==> src/rtl/shift_add_mult_if.sv <==
// Handshake and operand/result bundle for the shift-add multiplier.
// The requester drives start, mode bits and operands; the multiplier returns status and product.
interface shift_add_mult_if #(
   parameter int WIDTH = 4
);
   logic                   start;
   logic                   signed_mode;
   logic                   acc_en;
   logic [WIDTH-1:0]       op_a;
   logic [WIDTH-1:0]       op_b;
   logic                   busy;
   logic                   done;
   logic [2*WIDTH-1:0]     product;

   modport master (
      output start,
      output signed_mode,
      output acc_en,
      output op_a,
      output op_b,
      input  busy,
      input  done,
      input  product
   );

   modport slave (
      input  start,
      input  signed_mode,
      input  acc_en,
      input  op_a,
      input  op_b,
      output busy,
      output done,
      output product
   );
endinterface

==> src/rtl/shift_add_mult.sv <==
// Sequential shift-add multiplier: WIDTH add/shift steps on operand magnitudes,
// sign fix-up and optional accumulation into the product register on completion.
module shift_add_mult #(
   parameter int WIDTH = 4
) (
   input  logic            sys_clk,
   input  logic            sys_rst,
   shift_add_mult_if.slave bus
);
   localparam int CW = $clog2(WIDTH);
   localparam logic [CW-1:0] LAST = CW'(WIDTH - 1);

   typedef enum logic [1:0] {
      IDLE = 2'd0,
      CALC = 2'd1,
      FIN  = 2'd2
   } state_t;

   state_t              state_q, state_d;
   logic [CW-1:0]       count_q, count_d;
   logic [2*WIDTH:0]    partial_q, partial_d;
   logic [WIDTH-1:0]    mcand_q, mcand_d;
   logic                neg_q, neg_d;
   logic                acc_q, acc_d;
   logic [2*WIDTH-1:0]  product_q, product_d;
   logic                busy_q, busy_d;
   logic                done_q, done_d;

   logic [WIDTH-1:0]    mag_a;
   logic [WIDTH-1:0]    mag_b;
   logic [WIDTH:0]      upper_sum;
   logic [2*WIDTH:0]    stepped;
   logic [2*WIDTH-1:0]  result;

   // The partial register holds the running sum in its upper WIDTH+1 bits and the
   // not-yet-consumed multiplier bits in its lower WIDTH bits.
   always_comb begin
      state_d   = state_q;
      count_d   = count_q;
      partial_d = partial_q;
      mcand_d   = mcand_q;
      neg_d     = neg_q;
      acc_d     = acc_q;
      product_d = product_q;
      busy_d    = 1'b0;
      done_d    = 1'b0;

      mag_a     = (bus.signed_mode && bus.op_a[WIDTH-1]) ? -bus.op_a : bus.op_a;
      mag_b     = (bus.signed_mode && bus.op_b[WIDTH-1]) ? -bus.op_b : bus.op_b;
      upper_sum = partial_q[2*WIDTH:WIDTH] + {1'b0, mcand_q};
      stepped   = partial_q[0] ? {upper_sum, partial_q[WIDTH-1:0]} : partial_q;
      result    = neg_q ? -partial_q[2*WIDTH-1:0] : partial_q[2*WIDTH-1:0];

      case (state_q)
         IDLE: begin
            if (bus.start) begin
               state_d   = CALC;
               busy_d    = 1'b1;
               count_d   = '0;
               mcand_d   = mag_a;
               partial_d = {{(WIDTH+1){1'b0}}, mag_b};
               neg_d     = bus.signed_mode & (bus.op_a[WIDTH-1] ^ bus.op_b[WIDTH-1]);
               acc_d     = bus.acc_en;
            end
         end
         CALC: begin
            busy_d    = 1'b1;
            partial_d = stepped >> 1;
            if (count_q == LAST) begin
               state_d = FIN;
            end else begin
               count_d = count_q + CW'(1);
            end
         end
         // busy stays high through the done cycle, so a start is only taken
         // once the FSM is back in IDLE.
         FIN: begin
            busy_d    = 1'b1;
            done_d    = 1'b1;
            product_d = acc_q ? (product_q + result) : result;
            state_d   = IDLE;
         end
         default: begin
            state_d = IDLE;
         end
      endcase
   end

   always_ff @(posedge sys_clk) begin
      if (sys_rst) begin
         state_q   <= IDLE;
         count_q   <= '0;
         partial_q <= '0;
         mcand_q   <= '0;
         neg_q     <= 1'b0;
         acc_q     <= 1'b0;
         product_q <= '0;
         busy_q    <= 1'b0;
         done_q    <= 1'b0;
      end else begin
         state_q   <= state_d;
         count_q   <= count_d;
         partial_q <= partial_d;
         mcand_q   <= mcand_d;
         neg_q     <= neg_d;
         acc_q     <= acc_d;
         product_q <= product_d;
         busy_q    <= busy_d;
         done_q    <= done_d;
      end
   end

   assign bus.busy    = busy_q;
   assign bus.done    = done_q;
   assign bus.product = product_q;

endmodule

==> src/flat_wrapper.sv <==
// flat-port wrapper written by rule: the top's interface ports become plain ports
module shift_add_mult_flat 
#(
   parameter int WIDTH = 4
)
  (sys_clk, sys_rst, bus_start, bus_signed_mode, bus_acc_en, bus_op_a, bus_op_b, bus_busy, bus_done, bus_product);
  shift_add_mult_if #(.WIDTH(WIDTH)) bus_i ();
  input  logic sys_clk;
  input  logic sys_rst;
  input wire logic [$bits(bus_i.start)-1:0] bus_start;
  input wire logic [$bits(bus_i.signed_mode)-1:0] bus_signed_mode;
  input wire logic [$bits(bus_i.acc_en)-1:0] bus_acc_en;
  input wire logic [$bits(bus_i.op_a)-1:0] bus_op_a;
  input wire logic [$bits(bus_i.op_b)-1:0] bus_op_b;
  output wire logic [$bits(bus_i.busy)-1:0] bus_busy;
  output wire logic [$bits(bus_i.done)-1:0] bus_done;
  output wire logic [$bits(bus_i.product)-1:0] bus_product;
  assign bus_i.start = bus_start;
  assign bus_i.signed_mode = bus_signed_mode;
  assign bus_i.acc_en = bus_acc_en;
  assign bus_i.op_a = bus_op_a;
  assign bus_i.op_b = bus_op_b;
  assign bus_busy = bus_i.busy;
  assign bus_done = bus_i.done;
  assign bus_product = bus_i.product;
  shift_add_mult #(.WIDTH(WIDTH)) u_core (.sys_clk(sys_clk), .sys_rst(sys_rst), .bus(bus_i));
endmodule
==> config.mk <==
export PLATFORM = sky130hd
export DESIGN_NAME = shift_add_mult_flat
export DESIGN_NICKNAME = d
export VERILOG_FILES = /design/src/rtl/shift_add_mult_if.sv /design/src/rtl/shift_add_mult.sv /design/src/flat_wrapper.sv
export SDC_FILE = /design/constraint.sdc
export NUM_CORES = 1
export LEC_CHECK = 0
export ABC_AREA = 0
export BUFFER_PORTS_ARGS = -buffer_cell sky130_fd_sc_hd__clkbuf_2
export CAP_MARGIN = 20
export CORE_MARGIN = 1.5
export CORE_UTILIZATION = 58
export CTS_BUF_LIST = sky130_fd_sc_hd__clkbuf_16
export DETAILED_ROUTE_END_ITERATION = 10
export GPL_TIMING_DRIVEN = 1
export PLACE_DENSITY = 0.83
export SYNTH_ARGS = -nofsm -noshare
export SYNTH_HDL_FRONTEND = slang
export SYNTH_SLANG_ARGS = --single-unit
==> constraint.sdc <==
create_clock -name sys_clk -period 3.1 [get_ports sys_clk]
set_input_delay 0.31 -clock sys_clk [delete_from_list [all_inputs] [get_ports sys_clk]]
set_output_delay 0.31 -clock sys_clk [all_outputs]
set_load 0.1 [all_outputs]
**Word level (Yosys, flattened, before mapping)**

Cells that the tools add are included.

- Muxes and demuxes: 16
- Reduce and logical (&&, ||, !) cells: 9
- Bitwise operators: 2
- Div/mod/pow operators: 0
- Multipliers: 0
- Shift operators: 0
- Add/sub/neg operators: 6
- Eq/ne operators: 6
- $lt $le $gt $ge: 0

Operators with widths:

| cell | number |
|---|---|
| $mux W9 | 2 |
| $pmux W9 S2 | 1 |
| $mux W8 | 2 |
| $add A8 B8 Y8 | 1 |
| $mux W2 | 4 |
| $mux W4 | 2 |
| $neg A4 Y4 | 2 |
| $neg A8 Y8 | 1 |
| $pmux W2 S2 | 2 |
| $reduce_and A2 Y1 | 3 |
| $add A5 B4 Y5 | 1 |
| $eq A2 B2 Y1 const B | 2 |
| $ne A2 B2 Y1 const B | 2 |
| $reduce_and A3 Y1 | 1 |
| $add A2 B1 Y2 const B | 1 |
| $eq A2 B1 Y1 const B | 1 |
| $logic_and A1 B1 Y1 | 2 |
| $logic_not A2 Y1 | 1 |
| $mux W1 | 2 |
| $ne A2 B1 Y1 const B | 1 |
| $pmux W1 S2 | 1 |
| $reduce_bool A2 Y1 | 1 |
| $reduce_or A2 Y1 | 1 |
| $and A1 B1 Y1 | 1 |
| $xor A1 B1 Y1 | 1 |

- Register bits: 29
- RAM bits: 0
- Memories: 0
- Latch bits: 0
- Bits in read-only memories: 0

**Depth between registers and ports, before layout**

- Depth after elaboration: 4
- Mapped depth: 12
- Depth with buffers taken out: 11

**Least setup slack after synthesis**

No wires, ideal clock.

- Path kind: reg-to-reg
- Start: reg u_core.partial_q[0]
- End: reg u_core.product_q[6] (netlist: u_core.bus.product[6])
- Buffers on the path: 1
- Setup time: 0.091 ns
- Slack: 0.585 ns
- Stages on the path, launching flop included: 12
- Data arrival time: 2.425 ns
- Data required time: 3.009 ns
- Cell sequence: dfxtp_1 -> buf_2 -> inv_1 -> ha_1 -> nand2_1 -> o21ai_0 -> fa_1 -> a211oi_2 -> nor2_1 -> nor4b_1 -> o31ai_1 -> a311oi_1

- Word-level cells in the longest chain between the ends: 4

RTL lines:

| item | line | text |
|---|---|---|
| from (decl) | shift_add_mult.sv:21 | `logic [2*WIDTH:0] partial_q, partial_d;` |
| from (signal assigned) | shift_add_mult.sv:103 | `partial_q <= partial_d;` |
| $neg A8 Y8 | shift_add_mult.sv:52 | `result = neg_q ? -partial_q[2*WIDTH-1:0] : partial_q[2*WIDTH-1:0];` |
| $mux W8 * | shift_add_mult.sv:52 |  |
| $add A8 B8 Y8 | shift_add_mult.sv:80 | `product_d = acc_q ? (product_q + result) : result;` |
| $mux W8 * | shift_add_mult.sv:80 |  |
| to (signal assigned) | shift_add_mult.sv:107 | `product_q <= product_d;` |
| to (decl) | shift_add_mult.sv:25 | `logic [2*WIDTH-1:0] product_q, product_d;` |

Mark *: on every way between the ends. The rest lies on a longest branch, timed or not.
A chain may end at the register's enable or synchronous reset.

**Worst setup path after layout**

Ends and elaborated chain as after synthesis.

==> out/qor.txt <==
Worst EP arrival: 2890 ps
Multi-input logic area: 1340 µm²
Root Buffer: clkbuf_16
Critical path type: flip-flop to flip-flop
Most used flip-flop cell after synthesis: dfxtp_1
Unique masters post-synth: 43
Clock sink total: 28
Flop pwr share: 41.8%
Startpoint type of the worst setup path: flip-flop
NetSw: 261 µW
Detailed Route WL: 4.14 mm
Maximum fanout along the worst path: 13
Final TNS setup: 0 ps
Layout net count: 296
Busiest grt layer: met2
Postcts setup bufs: 0
Comb power frac: 18.1%
Register area share after synthesis: 27.9%
Syn avg cell area: 8.14 µm²
Final Hold Viols: 0
Total Routing Usage GR: 24.1%
Warnings from Yosys: 0
Worst-skew pair later-pin latency: 260 ps
FF-to-FF setup slack: 380 ps
Initial DRC count: 106
Share of layout cells above drive strength 1: 12.7%
CTS tree: yes
Max-cap violation count: 0
GR Util met2: 42.6%
Clock share of power: 40.0%
Min Tclk post-route: 2720 ps
Vias: 1798
Initial antenna violation count: 0
Pins over their slew limit: 0
Post-Synthesis Cells: 247
H-Tree Depth: 1
Final GP Congestion: 0.860
CTS buffer count: 3
Clock buffer depth: 2
Unrepaired setup endpoints after global routing: false
Filler cell count: 284
Number of global-route vias before repair: 1598
HPWL after DPL: 3.13 mm
Die width: 61.9 µm
Clock Skew: 4.00 ps
First-pass GRT wire length: 6.97 mm
Area growth syn-to-layout: 10.7%
Critical path origin: u_core.partial_q[0]$_SDFFE_PP0P_
Status: finished clean
Int Power: 700 µW
Io pins: 23
Lkg Pwr: 0.958 nW
Power Dens Cells: 432 nW/µm²
Post-synth EDFFs: 0
Cell Area, Synth: 2010 µm²
Overflow after GRT: 0
Final Cycle Share: 87.8%
Cts repair resizes: 0
Inst Count DP: 302
M1 GR Usage: 29.9%
CP required: 3270 ps
Hold WC Path Type: input port to flip-flop
Final setup fails: 0
Crit Reg-Reg Startpoint: u_core.partial_q[0]$_SDFFE_PP0P_
Core Area: 3340 µm²
Rows: 21
Die Y: 61.9 µm
Relative slew margins: 56.3%
FF+latch area: 562 µm²
Hold_buf cts: 0
Die area: 3830 µm²
CP Capture Type: flip-flop
WL/cell: 13.5 µm
Least-Margin Pin Slew: 656 ps
FMAX: 0.367 GHz
Peak VDD IR: 0.291 mV
DR vias/cell: 5.88
Initial Util: 60.3%
DRC viols: 0
Syn Nets: 282
Met3 Resource Use GR: 2.90%
Largest net degree at the start of global routing: 29
Switching Share: 27.1%
Port Buffer Count: 22
Min-delay src: bus_acc_en
# diodes: 0
Router iterations before antenna repair: 6
Routed Antenna Nets: 0
FFs w/ async S/R, synth: 0%
Fin cells: 306
Clock-pin slew on the worst setup and hold paths: 70 ps
FF+latch count, synth: 28
-- final cells by class --
| cell class | instances | share of cell area, % |
|---|---|---|
| well taps | 46 | 2.59 |
| flip-flops and latches | 28 | 25.2 |
| multi-input cells | 193 | 60.3 |
| inverters | 13 | 2.19 |
| clock inverters | 1 | 1.35 |
| clock buffers | 3 | 3.37 |
| repair buffers | 22 | 4.95 |
-- per-layer routing --
metal	part of all wire (%)	up-vias
met3	3.1	7
li1	-	926
met2	50	45
met4	1.7	0
met5	0	-
met1	45	820
-- kinds of logic after synthesis --
family / count (synthesis) / synth area share [%]
and+or+nand+nor: 77 / 17.9
DFF: 28 / 27.9
xor gates and xnor gates: 13 / 5.66
buffers and inverters: 26 / 5.35
AOI/OAI and AO/OA: 75 / 25.7
adders and majority gates: 22 / 14.4
muxes: 6 / 3.05
-- stage by stage --
step	hold slack [ps]	area, µm²	power (mW)	worst slack [ps]	util (%)
floorplan	441	2010	0.543	585	-
global placement	452	2120	0.576	404	63.5
detailed placement	454	2120	0.582	277	63.5
CTS	267	2220	0.965	230	66.7
global route	278	2230	1.01	169	66.7
finish	265	2230	0.961	378	66.7
-- worst paths after layout --
check | endpoint | cells past startpoint
setup reg to reg | u_core.bus.product[6]$_SDFFE_PP0P_ | 10
hold / removal | u_core.acc_q$_SDFFE_PP0P_ | 3
hold reg to reg | u_core.mcand_q[0]$_SDFFE_PP0P_ | 2
setup / recovery | u_core.bus.product[6]$_SDFFE_PP0P_ | 10
-- registers in the layout, summed over array words and instances (netlist names) --
| signal | count |
|---|---|
| u_core.bus.product | 8 |
| u_core.partial_q | 8 |
| u_core.mcand_q | 4 |
| u_core.count_q | 2 |
| u_core.state_q | 2 |
| u_core.acc_q | 1 |
| u_core.bus.busy | 1 |
| u_core.bus.done | 1 |
| u_core.neg_q | 1 |
-- cells in the mapped netlist, types with 2 or more instances --
master / instances / share of area (%)
a211oi_1: 7 / 2.6
a211oi_2: 2 / 1.2
a21boi_1: 2 / 0.75
a21o_1: 4 / 1.5
a21oi_1: 23 / 5.7
a311oi_1: 5 / 2.2
a31oi_1: 4 / 1.2
a32oi_1: 2 / 0.87
and2_1: 2 / 0.62
buf_2: 2 / 0.50
clkbuf_1: 10 / 1.9
dfxtp_1: 28 / 28
fa_1: 2 / 2.0
ha_1: 20 / 12
inv_1: 12 / 2.2
mux2i_1: 5 / 2.5
nand2_1: 33 / 6.2
nand2b_1: 6 / 1.9
nand3_1: 6 / 1.5
nand4_1: 2 / 0.62
nor2_1: 15 / 2.8
nor2b_1: 3 / 0.93
nor3_1: 3 / 0.75
nor4b_1: 3 / 1.3
o2111ai_1: 2 / 0.87
o211ai_1: 6 / 2.2
o21ai_0: 5 / 1.2
o21ai_2: 2 / 0.87
o31ai_1: 6 / 2.2
xnor2_1: 9 / 3.9
xor2_1: 4 / 1.7
-- power by group through the flow --
stage | clock network, mW | logic [mW] | registers, mW
floorplan | 0 | 0.137 | 0.406
global placement | 0 | 0.167 | 0.408
detailed placement | 0 | 0.172 | 0.409
CTS | 0.390 | 0.174 | 0.401
global route | 0.405 | 0.199 | 0.406
finish | 0.385 | 0.174 | 0.402
-- critical path, cell delays in order, from the launching register on --
cell      delay [ps]
dfxtp_2          460
inv_1            100
ha_1             320
nand2_1           70
o21ai_0          180
fa_1             510
a211oi_2         250
nor2_1           100
nor4b_1          250
o31ai_1          110
a311oi_1         270
-- placed cells by master (no fill, tap or decap), types with 5 or more instances in the layout --
cell and count:
ha_1 20, dfxtp_1 27, a311oi_1 5, nand2_1 33
mux2i_1 5, nand3_1 6, a211oi_1 7, nor2_1 15
xnor2_1 9, o211ai_1 6, o21ai_0 5, inv_1 12
nand2b_1 6, o31ai_1 6, clkbuf_2 22, a21oi_1 23
No activity file was read; power rests on OpenSTA's default activity.
